<file path="src/rtl/shifter_pkg.sv">
// Shared definitions for the sequential barrel shifter: op encodings,
// FSM state encoding and a small width helper.
// Optional feature macro: SHIFTER_ROTATE_EN (enables op 11 = rotate right).
package shifter_pkg;

    typedef enum logic [1:0] {
        OP_SLL = 2'b00,
        OP_SRL = 2'b01,
        OP_SRA = 2'b10,
        OP_ROR = 2'b11
    } shift_op_e;

    typedef enum logic [1:0] {
        ST_IDLE  = 2'b00,
        ST_SHIFT = 2'b01,
        ST_DONE  = 2'b10
    } state_e;

    // Bits needed to index n items, never less than one so ports stay legal.
    function automatic int idx_width(input int n);
        return (n > 1) ? $clog2(n) : 1;
    endfunction

endpackage

</file>
<file path="src/rtl/shift_stage.sv">
// One conditional power-of-two shift step. The distance 2^sel_i is picked
// from a small set of fixed-distance candidates, so no variable shifter is
// built. msb_i is the original operand MSB, used as the arithmetic fill.
// Optional feature macro: SHIFTER_ROTATE_EN (adds the rotate-right candidate).
module shift_stage
    import shifter_pkg::*;
#(
    parameter int WIDTH   = 32,
    parameter int SHAMT_W = $clog2(WIDTH),
    parameter int IDX_W   = idx_width(SHAMT_W)
) (
    input  logic [WIDTH-1:0] data_i,
    input  logic [1:0]       op_i,
    input  logic             msb_i,
    input  logic             en_i,
    input  logic [IDX_W-1:0] sel_i,
    output logic [WIDTH-1:0] data_o
);

    logic [WIDTH-1:0] cand_w [SHAMT_W];

    genvar gi;
    generate
        for (gi = 0; gi < SHAMT_W; gi++) begin : g_dist
            localparam int DIST = 1 << gi;
            logic [WIDTH-1:0] sll_w;
            logic [WIDTH-1:0] srl_w;
            logic [WIDTH-1:0] sra_w;
            assign sll_w = data_i << DIST;
            assign srl_w = data_i >> DIST;
            assign sra_w = srl_w | ({WIDTH{msb_i}} << (WIDTH - DIST));
`ifdef SHIFTER_ROTATE_EN
            logic [WIDTH-1:0] ror_w;
            assign ror_w = srl_w | (data_i << (WIDTH - DIST));
            assign cand_w[gi] = (op_i == OP_SLL) ? sll_w :
                                (op_i == OP_SRA) ? sra_w :
                                (op_i == OP_ROR) ? ror_w : srl_w;
`else
            // Without rotate support op 11 behaves as a logical right shift.
            assign cand_w[gi] = (op_i == OP_SLL) ? sll_w :
                                (op_i == OP_SRA) ? sra_w : srl_w;
`endif
        end
    endgenerate

    // Pass data through unless this shamt bit is set, then pick the distance.
    always_comb begin
        data_o = data_i;
        if (en_i) begin
            for (int j = 0; j < SHAMT_W; j++) begin
                if (sel_i == j[IDX_W-1:0]) begin
                    data_o = cand_w[j];
                end
            end
        end
    end

endmodule

</file>
<file path="src/rtl/seq_barrel_shifter.sv">
// Multi-cycle shift unit. A request is latched on the valid/ready handshake,
// then STAGES_PER_CYCLE shamt bits are consumed per cycle (LSB first) for
// NCYC cycles; the result is held in DONE until the consumer takes it.
// A new request may be accepted in the same cycle the result is taken.
// Optional feature macro: SHIFTER_ROTATE_EN (op 11 = rotate right, else SRL).
module seq_barrel_shifter
    import shifter_pkg::*;
#(
    parameter int WIDTH            = 32,
    parameter int STAGES_PER_CYCLE = 1
) (
    input  logic                     clock,
    input  logic                     reset,
    input  logic                     in_valid,
    output logic                     in_ready,
    input  logic [1:0]               in_op,
    input  logic [WIDTH-1:0]         in_data,
    input  logic [$clog2(WIDTH)-1:0] in_shamt,
    output logic                     out_valid,
    input  logic                     out_ready,
    output logic [WIDTH-1:0]         out_data,
    output logic                     busy
);

    localparam int SHAMT_W = $clog2(WIDTH);
    localparam int NCYC    = SHAMT_W / STAGES_PER_CYCLE;
    localparam int CNT_W   = idx_width(NCYC);
    localparam int IDX_W   = idx_width(SHAMT_W);
    localparam logic [CNT_W-1:0] LAST_STEP = CNT_W'(NCYC - 1);

    state_e             state_q, state_d;
    logic [WIDTH-1:0]   data_q, data_d;
    logic [SHAMT_W-1:0] shamt_q, shamt_d;
    logic [1:0]         op_q, op_d;
    logic               msb_q, msb_d;
    logic [CNT_W-1:0]   step_q, step_d;

    logic               accept_w;
    logic [WIDTH-1:0]   chain_w [STAGES_PER_CYCLE+1];

    assign chain_w[0] = data_q;

    // Stage gi of this cycle handles shamt bit step*STAGES_PER_CYCLE + gi.
    genvar gi;
    generate
        for (gi = 0; gi < STAGES_PER_CYCLE; gi++) begin : g_stage
            logic [IDX_W-1:0] sel_w;
            assign sel_w = IDX_W'(int'(step_q) * STAGES_PER_CYCLE + gi);

            shift_stage #(
                .WIDTH   (WIDTH),
                .SHAMT_W (SHAMT_W),
                .IDX_W   (IDX_W)
            ) u_stage (
                .data_i (chain_w[gi]),
                .op_i   (op_q),
                .msb_i  (msb_q),
                .en_i   (shamt_q[sel_w]),
                .sel_i  (sel_w),
                .data_o (chain_w[gi+1])
            );
        end
    endgenerate

    assign in_ready  = (state_q == ST_IDLE) || ((state_q == ST_DONE) && out_ready);
    assign accept_w  = in_valid && in_ready;
    assign out_valid = (state_q == ST_DONE);
    assign busy      = (state_q == ST_SHIFT);
    assign out_data  = data_q;

    // Next-state logic: accept, step through the shift stages, present result.
    always_comb begin
        state_d = state_q;
        data_d  = data_q;
        shamt_d = shamt_q;
        op_d    = op_q;
        msb_d   = msb_q;
        step_d  = step_q;
        case (state_q)
            ST_IDLE, ST_DONE: begin
                if (accept_w) begin
                    state_d = ST_SHIFT;
                    data_d  = in_data;
                    shamt_d = in_shamt;
                    op_d    = in_op;
                    msb_d   = in_data[WIDTH-1];
                    step_d  = '0;
                end else if (state_q == ST_DONE && out_ready) begin
                    state_d = ST_IDLE;
                end
            end
            ST_SHIFT: begin
                data_d = chain_w[STAGES_PER_CYCLE];
                step_d = step_q + 1'b1;
                if (step_q == LAST_STEP) begin
                    state_d = ST_DONE;
                end
            end
            default: state_d = ST_IDLE;
        endcase
    end

    // State and datapath registers; reset discards any operation in flight.
    always_ff @(posedge clock) begin
        if (reset) begin
            state_q <= ST_IDLE;
            data_q  <= '0;
            shamt_q <= '0;
            op_q    <= '0;
            msb_q   <= 1'b0;
            step_q  <= '0;
        end else begin
            state_q <= state_d;
            data_q  <= data_d;
            shamt_q <= shamt_d;
            op_q    <= op_d;
            msb_q   <= msb_d;
            step_q  <= step_d;
        end
    end

endmodule

</file>
<file path="config.mk">
export PLATFORM = sky130hd
export DESIGN_NAME = seq_barrel_shifter
export DESIGN_NICKNAME = d
export VERILOG_FILES = /design/src/rtl/shifter_pkg.sv /design/src/rtl/shift_stage.sv /design/src/rtl/seq_barrel_shifter.sv
export SDC_FILE = /design/constraint.sdc
export NUM_CORES = 1
export LEC_CHECK = 0
export ABC_AREA = 0
export BUFFER_PORTS_ARGS = -buffer_cell sky130_fd_sc_hd__buf_2
export CAP_MARGIN = 20
export CORE_MARGIN = 4
export CORE_UTILIZATION = 49
export CTS_CLUSTER_DIAMETER = 200
export CTS_CLUSTER_SIZE = 25
export DETAILED_ROUTE_END_ITERATION = 10
export GPL_TIMING_DRIVEN = 0
export HOLD_SLACK_MARGIN = 0.1
export PLACE_DENSITY_LB_ADDON = 0.15
export SETUP_SLACK_MARGIN = 0.1
export SLEW_MARGIN = 20
export SYNTH_ARGS = -nofsm -noshare
export SYNTH_HDL_FRONTEND = slang
export SYNTH_SLANG_ARGS = --single-unit
</file>
<file path="constraint.sdc">
create_clock -name clock -period 5.8 [get_ports clock]
set_clock_uncertainty 0.05 [all_clocks]
set_input_delay 0 -clock clock [delete_from_list [all_inputs] [get_ports clock]]
set_output_delay 0 -clock clock [all_outputs]
set_load 0.005 [all_outputs]
</file>
==> Yosys cells after proc, flatten, opt, wreduce, memory -nomap -nowiden <==
Index checks and enable logic that the tools add are counted.
{ "totals": {"inputBits": 43, "word_cells": 63, "out_inout_bits": 35, "reg_bits": 45} }
{ "op_classes": {"bitwise": 5, "n_eq_ne": 12, "n_reduce_logical": 12, "n_mux": 26, "order_cmp": 1, "n_addsub": 1} }
{ "op_table": {"columns": ["operator", "count"], "rows": [
  ["$mux W32", 17],
  ["$pmux W32 S2", 1],
  ["$or A16 B32 Y32", 1],
  ["$or A24 B32 Y32", 1],
  ["$or A28 B32 Y32", 1],
  ["$or A30 B32 Y32", 1],
  ["$or A31 B32 Y32", 1],
  ["$eq A3 B2 Y1 const B", 2],
  ["$mux W2", 3],
  ["$ne A6 B1 Y1 const B", 1],
  ["$pmux W3 S2", 1],
  ["$reduce_and A2 Y1", 3],
  ["$eq A2 B2 Y1 const B", 2],
  ["$logic_not A2 Y1", 2],
  ["$lt A3 B4 Y1 const B", 1],
  ["$ne A2 B1 Y1 const B", 2],
  ["$pmux W2 S2", 1],
  ["$reduce_and A4 Y1", 1],
  ["$add A3 B1 Y3 const B", 1],
  ["$bmux W1 S3", 1],
  ["$eq A3 B1 Y1 const B", 1],
  ["$eq A3 B3 Y1 const B", 1],
  ["$logic_not A3 Y1", 1],
  ["$mux W3", 1],
  ["other kinds (8)", 9]
]} }

==> Longest topological paths before layout <==
{ "logic_depth": {"word_depth": 10, "ltp_mapped": 11, "mapped_depth_nobuf": 7} }

==> Hierarchy <==
Synthesis repeated with hierarchy kept, for this count alone.
{ "unflattened": {"hier_cells": 770, "hier_area_um2": 5614.1} }
{ "modules_own_cells": {"columns": ["module", "cells_each", "area_each_um2", "seq_area_each_um2", "instances"], "rows": [
  ["seq_barrel_shifter", 292, 2822.7, 900.9, 1],
  ["shift_stage", 478, 2791.4, 0.0, 1]
]} }

==> Worst setup path after synthesis <==
OpenSTA, ideal clock, no wires.
{ "synth_timing": {"path_kind": "reg-to-reg", "from": "register step_q[0]", "to": "register data_q[14] (netlist: out_data[14])", "slack_ps": 3645, "synth_period_minus_slack_ps": 2155, "stages_incl_launch_ff": 10, "required_time_ps": 5661, "n_path_buf": 2, "setup_ps": 89, "arrival_ps": 2017, "cell_sequence": "dfxtp_1 -> inv_1 -> ha_1 -> or3b_1 -> clkbuf_1 -> buf_2 -> a21oi_1 -> nor4_1 -> a311o_1 -> a311oi_2"} }
{ "synth_via": {"elab_chain_cells": 7, "elab_cells_between_ends": 16, "cone_classes": "eq/ne: 6; mux: 8; reduce/logical: 2"} }
{ "synth_rtl": {"columns": ["element", "line_no", "source"], "rows": [
  ["start, declared", "seq_barrel_shifter.sv:36", "logic [CNT_W-1:0] step_q, step_d;"],
  ["start signal, assigned", "seq_barrel_shifter.sv:118", "step_q <= step_d;"],
  ["$eq A3 B1 Y1", "shift_stage.sv:51", "if (sel_i == j[IDX_W-1:0]) begin"],
  ["$mux W32 (4 in series)", "shift_stage.sv:51", null],
  ["$mux W32", "shift_stage.sv:49", "if (en_i) begin"],
  ["$pmux W32 S2", "seq_barrel_shifter.sv:79", "case (state_q)"],
  ["end signal, assigned", "seq_barrel_shifter.sv:114", "data_q <= data_d;"],
  ["end, declared", "seq_barrel_shifter.sv:32", "logic [WIDTH-1:0] data_q, data_d;"]
]} }
Several ways; a longest one is shown, not always the timed one. The select of a mux whose other input is x is not followed.
A chain may end at the register's enable or synchronous reset.

==> Worst setup path after layout <==
{ "layout_timing": {"from": "register step_q[1]", "to": "register data_q[6] (netlist: out_data[6])"} }
The elaborated chain is that of the path after synthesis.

==> reports/summary.txt <==
CP endpoint kind -> flip-flop
TNS Setup -> 0 ns
CTS Buffer Depth -> 2
Setup WS pre-CTS -> 3.11 ns
unrepaired setup endpoints after global routing -> no
final-stage net count -> 691
Placed Area -> 0.00444 sq mm
antenna cells -> 0
clk sink count -> 45
synthesized area per cell -> 7.49 sq um
drt initial violations -> 957
num rows -> 32
minimum clock period -> 2.86 ns
final hold violation count -> 0
area leader, netlist -> dfxtp_1
gr usage total -> 37.8%
CP Launch Type -> flip-flop
CP peak stage delay -> 0.53 ns
Mapped Nets -> 573
CP max FO -> 10
Slew @ Worst Pin -> 0.812 ns
# setup viols final -> 0
critical path, cell by cell -> ha_1, ha_1, clkbuf_1, buf_2, clkbuf_1, a21oi_1, a221oi_1, a211oi_1
Peak Freq -> 350 MHz
highest-delay cell along the critical path -> clkbuf_1
Placer Congestion -> 1.03
most frequent cells in the layout -> a21oi_1, buf_2, nor2_1, dfxtp_1, dlygate4sd3_1
worst-skew pair later-pin latency -> 0.31 ns
Vias -> 5382
first-pass GRT wire length -> 28700 um
TritonCTS clock tree -> done
top-area cell type share of the netlist area -> 22.9%
dpl cells -> 703
Leak -> 0.00185 uW
GR Overflow Total -> 0
design area -> 0.00491 sq mm
H-tree depth -> 2
drt total wl -> 18900 um
Synth async-reset ratio -> 0%
initial antenna violation count -> 0
setup bufs post-CTS -> 0
Core Region -> 0.00777 sq mm
total die area -> 0.00952 sq mm
CP Data Required Time -> 5.93 ns
Antenna Nets Post-Route -> 0
# port buffers -> 76
cell area after synthesis -> 0.00393 sq mm
WS Path Type -> reg -> reg
vias per std cell -> 7.21
Initial Util -> 50.6%
IR Drop Worst-Case VDD -> 140 uV
Syn Inst Count -> 525
non-filler cells, final -> 746
max_slew headroom -> 45.9%
Area Growth Syn to Fin -> 24.9%
HP Class -> in -> reg
FF+latch count, synth -> 45
top post-synthesis cells by area -> dfxtp_1, a21oi_1, a311oi_2
Clk pin slew, worst setup/hold paths -> 0.10 ns
1st-pass router iterations -> 8
critical path arrival -> 2.99 ns
Post-synth EDFFs -> 0
outcome -> finished clean
DRC -> 0
Synth cell types -> 50
commonest non-fill, non-tap cell in the layout -> a21oi_1
power per cell area -> 223 mW/mm^2
Die W -> 97.6 um
max cap viols -> 0
Tcrit/Tclk final -> 49.3%
Synth Flop Type -> dfxtp_1
sequential cell area fraction in the yosys report -> 22.9%
routed len/inst -> 25.3 um
largest net degree at the start of global routing -> 17
Slew Limit Fails -> 0
layout cells sized above 1 -> 21.9%
clock tree root buffer cell -> clkbuf_8
TritonCTS buffer count -> 5
Synth warnings -> 0
Post-Route Utilization -> 63.2%
number of global-route vias before repair -> 5161
Die Y -> 97.6 um
Final WS setup -> 2.94 ns
fillers -> 699
DP HPWL -> 13600 um
IO Count -> 78
==> where the power goes <==
group	switching, uW	internal [uW]	total, uW
logic	271	172	442
registers	43.4	343	387
clock network	132	132	264
==> routing by layer <==
metal	part of all wire, %	global-route usage, %	vias to the layer above	routed length, um
met5	0	0	-	0
met4	5.2	18.2	0	990
li1	-	-	2266	-
met1	38	49.9	2452	7110
met2	43	57.1	541	8170
met3	14	9.83	123	2600
==> cell type report <==
class,instances,area [sq um],share of cell area [%]
multi-input combinational,414,2720,55.3
sequential,45,901,18.4
timing repair buffer,111,731,14.9
buffer,57,282,5.74
tap,102,128,2.60
clock buffer,5,68.8,1.40
clock inverter,3,50.0,1.02
inverter,9,33.8,0.688
==> worst paths after layout <==
path                                 start     endpoint  slack [ns]  cells past startpoint
worst min register to register  shamt_q[1]   shamt_q[1]        0.46                      2
worst max register to register   step_q[1]  out_data[6]        2.94                      8
worst min-delay path            in_data[1]  out_data[1]        0.14                      5
worst max-delay path             step_q[1]  out_data[6]        2.94                      8
==> what timing repair did <==
| action | in CTS | in global routing |
|---|---|---|
| hold buffers | 34 | 1 |
| endpoints found under the hold margin | 34 | 1 |
| resized for setup | 0 | 0 |
==> cells by family after synthesis <==
kind of cell             after synthesis  synth area share [%]
AO/OA/AOI/OAI                        246                  42.6
AND/OR/NAND/NOR                      150                  21.5
buffers and inverters                 66                  8.02
flip-flops                            45                  22.9
multiplexers                          13                  3.37
adder cells (fa/ha/maj)                5                  1.59
==> worst max-delay path: cells and delay by family, from the launching register on <==
family,cells,cell delay (ns)
buf+inv,3,1.09
compound gates,3,0.75
flops,1,0.49
fa+ha+maj,2,0.35
==> synth_stat cells (5+ instances only) <==
library cell  instances
o21ai_0               8
a21oi_1             133
buf_2                18
nand2_1              11
nor2_1               61
a311o_1              16
o21ai_1              25
mux2i_1              11
a211oi_1              5
inv_1                 9
buf_4                 6
or3b_1               30
ha_1                  5
dfxtp_1              45
clkbuf_1             29
a31oi_1               5
a211o_1               9
a311oi_2             21
nor4_1               23
==> stage by stage <==
stage | total power, uW | hold WS [ns]
6_report | 1090 | 0.141
5_1_grt | 1130 | 0.167
4_1_cts | 1070 | 0.102
3_5_place_dp | 794 | 0.199
3_3_place_gp | 788 | 0.183
2_1_floorplan | 641 | 0.0845
==> sequential cells by signal (all words and copies together), names as in the netlist <==
signal and cells:
op_q 2, shamt_q 5, msb_q 1, out_data 32, state_q 2, step_q 3
No activity file was read; power rests on OpenSTA's default activity.
